**config.mk**
```make
export PLATFORM = sky130hd
export DESIGN_NAME = random_range_gen_flat
export DESIGN_NICKNAME = d
export VERILOG_FILES = /design/src/rtl/random_range_gen_if.sv /design/src/rtl/random_range_gen.sv /design/src/flat_wrapper.sv
export SDC_FILE = /design/constraint.sdc
export NUM_CORES = 1
export LEC_CHECK = 0
export CAP_MARGIN = 20
export CORE_MARGIN = 2
export CORE_UTILIZATION = 50
export CTS_CLUSTER_SIZE = 30
export DETAILED_ROUTE_END_ITERATION = 10
export PLACE_DENSITY = 0.91
export RECOVER_POWER = 50
export SYNTH_ARGS = -nofsm -noshare
export SYNTH_HDL_FRONTEND = slang
export SYNTH_SLANG_ARGS = --single-unit
```
**constraint.sdc**
```tcl
create_clock -name i_clk -period 3.82 [get_ports i_clk]
set_input_delay 0.764 -clock i_clk [delete_from_list [all_inputs] [get_ports i_clk]]
set_output_delay 0.764 -clock i_clk [all_outputs]
set_load 0.01 [all_outputs]
```
**src/rtl/random_range_gen_if.sv**
```systemverilog
// Request/draw bus for random_range_gen: seeding, free-run enable and the
// req/ready/valid bounded-draw handshake.
interface random_range_gen_if #(
  parameter int WIDTH = 16,
  parameter int OUT_W = 4
);
  logic             i_en;
  logic             i_seed_load;
  logic [WIDTH-1:0] i_seed;
  logic             i_req;
  logic [OUT_W-1:0] i_range;
  logic             o_ready;
  logic             o_valid;
  logic [OUT_W-1:0] o_random;
  logic [OUT_W-1:0] o_raw;

  modport master (
    output i_en, i_seed_load, i_seed, i_req, i_range,
    input  o_ready, o_valid, o_random, o_raw
  );

  modport slave (
    input  i_en, i_seed_load, i_seed, i_req, i_range,
    output o_ready, o_valid, o_random, o_raw
  );
endinterface

```
**src/rtl/random_range_gen.sv**
```systemverilog
// XNOR-LFSR random source with rejection-sampled draws in [0, range).
// Optional lockup guard: define RANDOM_RANGE_GEN_LOCKUP_GUARD_EN.
module random_range_gen #(
  parameter int               WIDTH        = 16,
  parameter int               OUT_W        = 4,
  parameter int               MAX_TRIES    = 4,
  parameter logic [WIDTH-1:0] DEFAULT_SEED = WIDTH'('hACE1)
) (
  input logic               i_clk,
  input logic               i_rst_n,
  random_range_gen_if.slave bus
);

  localparam int TRY_W = (MAX_TRIES > 1) ? $clog2(MAX_TRIES) : 1;

  function automatic logic [31:0] taps_for(input int w);
    case (w)
      8:       return 32'h0000_00B8;
      16:      return 32'h0000_B400;
      24:      return 32'h00E1_0000;
      32:      return 32'h8020_0003;
      default: return 32'h0000_0000;
    endcase
  endfunction

  localparam logic [WIDTH-1:0] TAPS = WIDTH'(taps_for(WIDTH));

  generate
    if (WIDTH != 8 && WIDTH != 16 && WIDTH != 24 && WIDTH != 32) begin : g_bad_width
      $error("random_range_gen: WIDTH must be 8, 16, 24 or 32");
    end
    if (OUT_W > WIDTH || OUT_W < 1) begin : g_bad_out_w
      $error("random_range_gen: OUT_W must be 1..WIDTH");
    end
    if (MAX_TRIES < 1) begin : g_bad_tries
      $error("random_range_gen: MAX_TRIES must be >= 1");
    end
    if (DEFAULT_SEED == '1) begin : g_bad_seed
      $error("random_range_gen: DEFAULT_SEED must not be all-ones");
    end
  endgenerate

  typedef enum logic [1:0] {IDLE, DRAW, DONE} state_t;

  state_t           state_q, state_d;
  logic [WIDTH-1:0] lfsr_q, seed_val, step_val;
  logic [OUT_W-1:0] range_q, reff_in, lim, mask, cand, random_q;
  logic [TRY_W-1:0] tries_q;
  logic             fb, lockup, step, eval, hit, last_try;

  // All-ones is the XNOR lockup state; the guard steers out of it.
`ifdef RANDOM_RANGE_GEN_LOCKUP_GUARD_EN
  assign lockup   = &lfsr_q;
  assign seed_val = (&bus.i_seed) ? DEFAULT_SEED : bus.i_seed;
`else
  assign lockup   = 1'b0;
  assign seed_val = bus.i_seed;
`endif

  assign fb       = ~^(lfsr_q & TAPS);
  assign step_val = lockup ? DEFAULT_SEED : {lfsr_q[WIDTH-2:0], fb};
  assign step     = bus.i_en || (state_q == DRAW);

  always_ff @(posedge i_clk) begin
    if (!i_rst_n)             lfsr_q <= '0;
    else if (bus.i_seed_load) lfsr_q <= seed_val;
    else if (step)            lfsr_q <= step_val;
  end

  // Mask = smallest 2^k-1 covering range-1, from the latched range.
  assign reff_in = (bus.i_range == '0) ? OUT_W'(1) : bus.i_range;
  assign lim     = range_q - OUT_W'(1);

  always_comb begin
    mask = '0;
    for (int i = 0; i < OUT_W; i++) mask[i] = |(lim >> i);
  end

  assign cand     = lfsr_q[OUT_W-1:0] & mask;
  assign hit      = (cand < range_q);
  assign last_try = (tries_q == TRY_W'(MAX_TRIES - 1));
  // Seed loads and forced lockup exits do not consume an attempt.
  assign eval     = (state_q == DRAW) && !bus.i_seed_load && !lockup;

  always_ff @(posedge i_clk) begin
    if (!i_rst_n) state_q <= IDLE;
    else          state_q <= state_d;
  end

  always_comb begin
    state_d = state_q;
    unique case (state_q)
      IDLE:    if (bus.i_req) state_d = DRAW;
      DRAW:    if (eval && (hit || last_try)) state_d = DONE;
      DONE:    state_d = IDLE;
      default: state_d = IDLE;
    endcase
  end

  always_comb begin
    bus.o_ready = (state_q == IDLE);
    bus.o_valid = (state_q == DONE);
  end

  always_ff @(posedge i_clk) begin
    if (!i_rst_n) begin
      range_q  <= '0;
      tries_q  <= '0;
      random_q <= '0;
    end else if (state_q == IDLE && bus.i_req) begin
      range_q <= reff_in;
      tries_q <= '0;
    end else if (eval) begin
      // Fallback cand-range is in range since mask < 2*range.
      if (hit)           random_q <= cand;
      else if (last_try) random_q <= cand - range_q;
      else               tries_q  <= tries_q + TRY_W'(1);
    end
  end

  assign bus.o_random = random_q;
  assign bus.o_raw    = lfsr_q[OUT_W-1:0];

endmodule
```
**src/flat_wrapper.sv**
```systemverilog
// flat-port wrapper written by rule: the top's interface ports become plain ports
module random_range_gen_flat 
#(
  parameter int               WIDTH        = 16,
  parameter int               OUT_W        = 4,
  parameter int               MAX_TRIES    = 4,
  parameter logic [WIDTH-1:0] DEFAULT_SEED = WIDTH'('hACE1)
)
  (i_clk, i_rst_n, bus_i_en, bus_i_seed_load, bus_i_seed, bus_i_req, bus_i_range, bus_o_ready, bus_o_valid, bus_o_random, bus_o_raw);
  random_range_gen_if #(.WIDTH(WIDTH), .OUT_W(OUT_W)) bus_i ();
  input logic i_clk;
  input logic i_rst_n;
  input wire logic [$bits(bus_i.i_en)-1:0] bus_i_en;
  input wire logic [$bits(bus_i.i_seed_load)-1:0] bus_i_seed_load;
  input wire logic [$bits(bus_i.i_seed)-1:0] bus_i_seed;
  input wire logic [$bits(bus_i.i_req)-1:0] bus_i_req;
  input wire logic [$bits(bus_i.i_range)-1:0] bus_i_range;
  output wire logic [$bits(bus_i.o_ready)-1:0] bus_o_ready;
  output wire logic [$bits(bus_i.o_valid)-1:0] bus_o_valid;
  output wire logic [$bits(bus_i.o_random)-1:0] bus_o_random;
  output wire logic [$bits(bus_i.o_raw)-1:0] bus_o_raw;
  assign bus_i.i_en = bus_i_en;
  assign bus_i.i_seed_load = bus_i_seed_load;
  assign bus_i.i_seed = bus_i_seed;
  assign bus_i.i_req = bus_i_req;
  assign bus_i.i_range = bus_i_range;
  assign bus_o_ready = bus_i.o_ready;
  assign bus_o_valid = bus_i.o_valid;
  assign bus_o_random = bus_i.o_random;
  assign bus_o_raw = bus_i.o_raw;
  random_range_gen #(.WIDTH(WIDTH), .OUT_W(OUT_W), .MAX_TRIES(MAX_TRIES), .DEFAULT_SEED(DEFAULT_SEED)) u_core (.i_clk(i_clk), .i_rst_n(i_rst_n), .bus(bus_i));
endmodule
```
## Yosys cells after proc, flatten, opt, wreduce, memory -nomap -nowiden

Cells that the tools add are included.
W data, S select, Z words.

- Equal/unequal tests: 5
- Bitwise gates (word level): 5
- Reductions and logical operators: 18
- Add/sub/neg operators: 3
- Mux-type cells: 8
- Order comparisons: 1

Operators with widths:

| operator | number |
|---|---|
| $mux W16 | 2 |
| $reduce_xnor A16 Y1 | 1 |
| $mux W4 | 3 |
| $reduce_and A3 Y1 | 2 |
| $and A4 B4 Y4 | 1 |
| $eq A2 B2 Y1 const B | 2 |
| $logic_not A4 Y1 | 1 |
| $lt A4 B4 Y1 | 1 |
| $mux W2 | 2 |
| $ne A2 B2 Y1 const B | 2 |
| $not A1 Y1 | 4 |
| $pmux W2 S2 | 1 |
| $reduce_bool A2 Y1 | 2 |
| $reduce_or A2 Y1 | 2 |
| $reduce_or A4 Y1 | 1 |
| $sub A4 B1 Y4 const B | 1 |
| $sub A4 B4 Y4 | 1 |
| $logic_and A1 B1 Y1 | 3 |
| $reduce_or A3 Y1 | 1 |
| $add A2 B1 Y2 const B | 1 |
| $eq A2 B1 Y1 const B | 1 |
| $logic_not A2 Y1 | 1 |
| $logic_or A1 B1 Y1 | 2 |
| $reduce_and A2 Y1 | 1 |
| $logic_not A1 Y1 | 1 |

- Flip-flop bits (word level): 28
- Word-level logic and storage cells: 45
- Output and inout bits: 10
- Input port bits: 25

## Depth between registers and ports, before layout

- Word-level depth: 8
- Mapped depth: 12
- Depth with buffers taken out: 12

## Worst setup path after synthesis

OpenSTA, ideal clock, no wires.

- Kind: register to register
- From: register u_core.range_q[1]
- To: register u_core.random_q[3] (netlist: u_core.bus.o_random[3])
- Clock period less this slack: 2.761 ns
- Cell stages (with the launch flop): 13
- Arrival time: 2.641 ns
- Setup slack: 1.059 ns
- Required time: 3.700 ns
- Cell sequence: dfxtp_1 -> inv_1 -> ha_1 -> nor2_1 -> a31oi_1 -> o21ai_0 -> ha_1 -> inv_1 -> fa_1 -> a21o_1 -> a311oi_4 -> nor2b_1 -> o31a_1

- Word-level cells in the longest chain between the ends: 6
- Elaborated cells on any way between the ends: 11

RTL lines:

| item | line | source |
|---|---|---|
| start, declared | random_range_gen.sv:47 | `logic [OUT_W-1:0] range_q, reff_in, lim, mask, cand, random_q;` |
| start signal, assigned | random_range_gen.sv:111 | `range_q <= reff_in;` |
| $sub A4 B1 Y4 | random_range_gen.sv:72 | `assign lim = range_q - OUT_W'(1);` |
| $reduce_or A4 Y1 (tied with other cells) | random_range_gen.sv:76 | `for (int i = 0; i < OUT_W; i++) mask[i] = \|(lim >> i);` |
| $and A4 B4 Y4 | random_range_gen.sv:79 | `assign cand = lfsr_q[OUT_W-1:0] & mask;` |
| $sub A4 B4 Y4 / $lt A4 B4 Y1 (equally long branches) | random_range_gen.sv:116, random_range_gen.sv:80 |  |
| $mux W4 / $reduce_bool A2 Y1 (equally long branches) | - |  |
| $mux W4 / $reduce_and A3 Y1 (equally long branches) | - |  |
| end signal, assigned | random_range_gen.sv:115 | `if (hit) random_q <= cand;` |
| end signal, assigned | random_range_gen.sv:116 | `else if (last_try) random_q <= cand - range_q;` |
| end, declared | random_range_gen.sv:47 |  |

Parallel ways exist; a longest one is shown, timed or not. The select of a mux whose other input is x is not followed.
A chain may end at the register's enable or synchronous reset.

## Worst setup path in the final report

- From: register u_core.range_q[0]
- To: register u_core.random_q[3] (netlist: u_core.bus.o_random[3])

Same word-level chain as after synthesis.

==> metrics.txt <==
number of CTS-inserted buffers 3; CTS hold repair buffers 0; maximum number of pins on one net before global-route repair 33; Syn Nets 210; CTS tree done; total clock sinks 28; static leakage roughly 0.00081 uW; Critical path origin u_core.range_q[0]; wire length of the first global-routing pass between 5000 and 6000 um; max-cap violation count 0; RSZ-0062 raised after global routing no; count of final hold-check violations 0; type of the worst setup path register to register; count of buffers inserted at the top-level ports 34; asr flop ratio synth 0%; final-report max-slew violation count 0; standard cell core area 0.003028 mm2; primary flip-flop cell chosen by synthesis mapping dfxtp_1; Reg2Reg Launch Point u_core.range_q[0]; floorplan die area roughly 0.0036 mm2; H-tree levels 1; number of enable flip-flop cells after synthesis 0; number of instances resized during post-cts repair 0; minimum setup slack among reg-to-reg paths 0.70 ns; count of cell types in the netlist 32; number of remaining DRC errors 0; peak supply drop 0.2366 mV; clock insertion delay at the later pin of the skew report between 0.3 and 0.4 ns; Bufs on Longest Clock Path 2; global-route total usage across every layer roughly a fifth; worst hold slack 0.5091 ns; largest fanout on the critical path 6; relative max-transition margin 20.35%; routability cong. 0.8770; area added between synthesis and finish 24.37%; width of the die 60.15 um; depth of the worst register-to-register path 12; crit path max-delay cell type dfxtp_1; switching power share of the total 29.60%; setup skew after layout 0.008281 ns; most frequent cells after synthesis 28 x dfxtp_1, 21 x nor2_1, 18 x a211oi_1, 18 x mux2i_1, 13 x inv_1; worst setup path end u_core.bus.o_random[3]; Critical Path Stages 12; number of design-rule violations left by the first detailed-router iteration 45; buffers inserted during post-CTS setup optimization 0; share of the clock period used by the worst path after layout 81.64%; combinational group share of total power 27.9%; internal power summed over all cells 525.7 uW; FP Rows 20; run status completed; initial cell density of the core 52.07%; main area contributors after synthesis dfxtp_1 36%, mux2i_1 11%, a211oi_1 8.6%; fill count 257; number of global-route vias before repair 1323; proportion of power drawn by the clock network between 20% and 30%; WL per Instance 13.23 um; Min Clock Period, post-route 3.119 ns; CP top delay family compound AO/OA/AOI/OAI gates; Antenna Violating Nets Remaining 0; PwrDens 380.9 mW/mm2; Arrival @ worst endpoint between 3 and 4 ns; endpoint required time on the critical path 4.07 ns; fraction of layout instances using a drive strength above 1 4.902%; half-perimeter wire length of the detailed placement result 2457 um; proportion of power drawn by flip-flops and latches 45.3%; most numerous cell in the Yosys netlist dfxtp_1; Syn Area/Cell 8.907 um2; Avg Vias per Cell 5.347; switching power about 220 uW; type of origin of the critical path register; netlist area before placement roughly 0.0016 mm2; clock slew at the register clock pins of the worst setup and hold paths 0.16 ns; clock root buffer clkbuf_4; antenna diode count 0; post-synth top area share a little over a third; Worst Max-Slew Pin Slew 1.195 ns; nets@finish 238; Worst setup EP type register; end of the worst register-to-register path u_core.bus.o_random[3]; final-layout setup total negative slack 0 ns; drt pass-1 iters 4; Ports 35; overall overflow remaining after global route 0; Crit path buffers/inverters 2; critical path's largest stage delay 0.46 ns; via count 1326; library cell occupying the most area in the post-synthesis netlist dfxtp_1; cells traversed along the worst timing path inv_1 > ha_1 > nor2_1 > a31oi_1 > o21ai_0 > ha_1 > inv_1 > fa_1 > a21o_1 > a311oi_4 > nor2b_1 > o31a_1; sequential share of the synthesized area 35.56%; max frequency 320.7 MHz; count of endpoints failing setup in the final report 0; aggregate routed wire length 3282 um; antenna violations before repair 0; height of the die about 60 um; register bit total from synthesis 28; worst hold path type register to register; Warnings, synthesis 0; synthesized instance count 177; hold-critical path depth 2
## power by group through the flow
stage | combinational (uW) | sequential, uW | clock, uW
global placement | 206 | 344 | 0
floorplan | 148 | 339 | 0
CTS | 212 | 338 | 201
finish | 208 | 338 | 200
global route | 231 | 342 | 215
detailed placement | 210 | 344 | 0
## area by class of cell
class | instances | area (um2) | area share [%]
Sequential cell | 28 | 560.5 | 28.59
Inverter | 13 | 48.80 | 2.489
Clock buffer | 3 | 22.52 | 1.149
Clock inverter | 1 | 30.03 | 1.532
Timing Repair Buffer | 35 | 344.1 | 17.55
Multi-Input combinational cell | 124 | 899.6 | 45.88
Tap cell | 44 | 55.05 | 2.808
## layout by cell type, fill, tap and decap left out, drive strengths merged, types with 6 or more instances in the layout
master / synthesis / routed
nor2: 21 / 21
a21oi: 9 / 9
mux2i: 18 / 18
a211oi: 21 / 21
ha: 7 / 7
inv: 13 / 13
dlygate4sd3: 0 / 11
xnor2: 6 / 6
dfxtp: 28 / 28
clkdlybuf4s50: 0 / 23
nand2: 6 / 6
## metrics by stage
| step | setup slack, ns | area, um2 | util (%) | total power, uW | instances |
|---|---|---|---|---|---|
| finish | 0.7014 | 1961 | 64.75 | 746.8 | 248 |
| global route | 0.4498 | 1961 | 64.75 | 787.4 | 248 |
| CTS | 0.7052 | 1964 | 64.88 | 751.2 | 248 |
| detailed placement | 0.7909 | 1912 | 63.14 | 554.1 | 244 |
| global placement | 0.9277 | 1912 | 63.14 | 549.7 | 244 |
| floorplan | 1.059 | 1577 | - | 487.1 | 177 |
## cells by family (layout without fill, tap and decap cells)
family,count (synthesis),after routing,share of synthesized area (%)
buffers and inverters,25,52,7.381
adders and majority gates,8,8,6.825
and+or+nand+nor,50,50,15.56
xor gates and xnor gates,6,6,3.333
DFF,28,28,35.56
AOI/OAI and AO/OA,42,42,19.92
muxes,18,18,11.43
## sequential cells by signal, indices dropped and copies added (netlist names)
signal,count
u_core.state_q,2
u_core.lfsr_q,16
u_core.range_q,4
u_core.bus.o_random,4
u_core.tries_q,2
## metal layers
layer	GRT usage [%]	share of wire (%)	routed length [um]
met5	0	0	0
met4	7.937	2.4	80
met3	4.113	3.7	121
met2	36.65	49	1600
met1	26.29	45	1480
## worst register-to-register path, cell delays in order, from the launching register on
cell      delay, ns
dfxtp_1        0.46
inv_1          0.09
ha_1           0.21
nor2_1         0.10
a31oi_1        0.14
o21ai_0        0.26
ha_1           0.21
inv_1          0.06
fa_1           0.44
a21o_1         0.24
a311oi_4       0.43
nor2b_1        0.10
o31a_1         0.31
## worst min-delay path by stage
stage / start / slack (ns) / to
after floorplan: u_core.range_q[3] / 0.46 / u_core.range_q[3]
after global placement: u_core.range_q[1] / 0.48 / u_core.range_q[1]
after detailed placement: u_core.lfsr_q[4] / 0.49 / u_core.lfsr_q[4]
after CTS: u_core.lfsr_q[4] / 0.51 / u_core.lfsr_q[4]
after global routing: u_core.lfsr_q[11] / 0.55 / u_core.lfsr_q[11]
final: u_core.lfsr_q[4] / 0.51 / u_core.lfsr_q[4]
(Power assumes the default switching activity.)
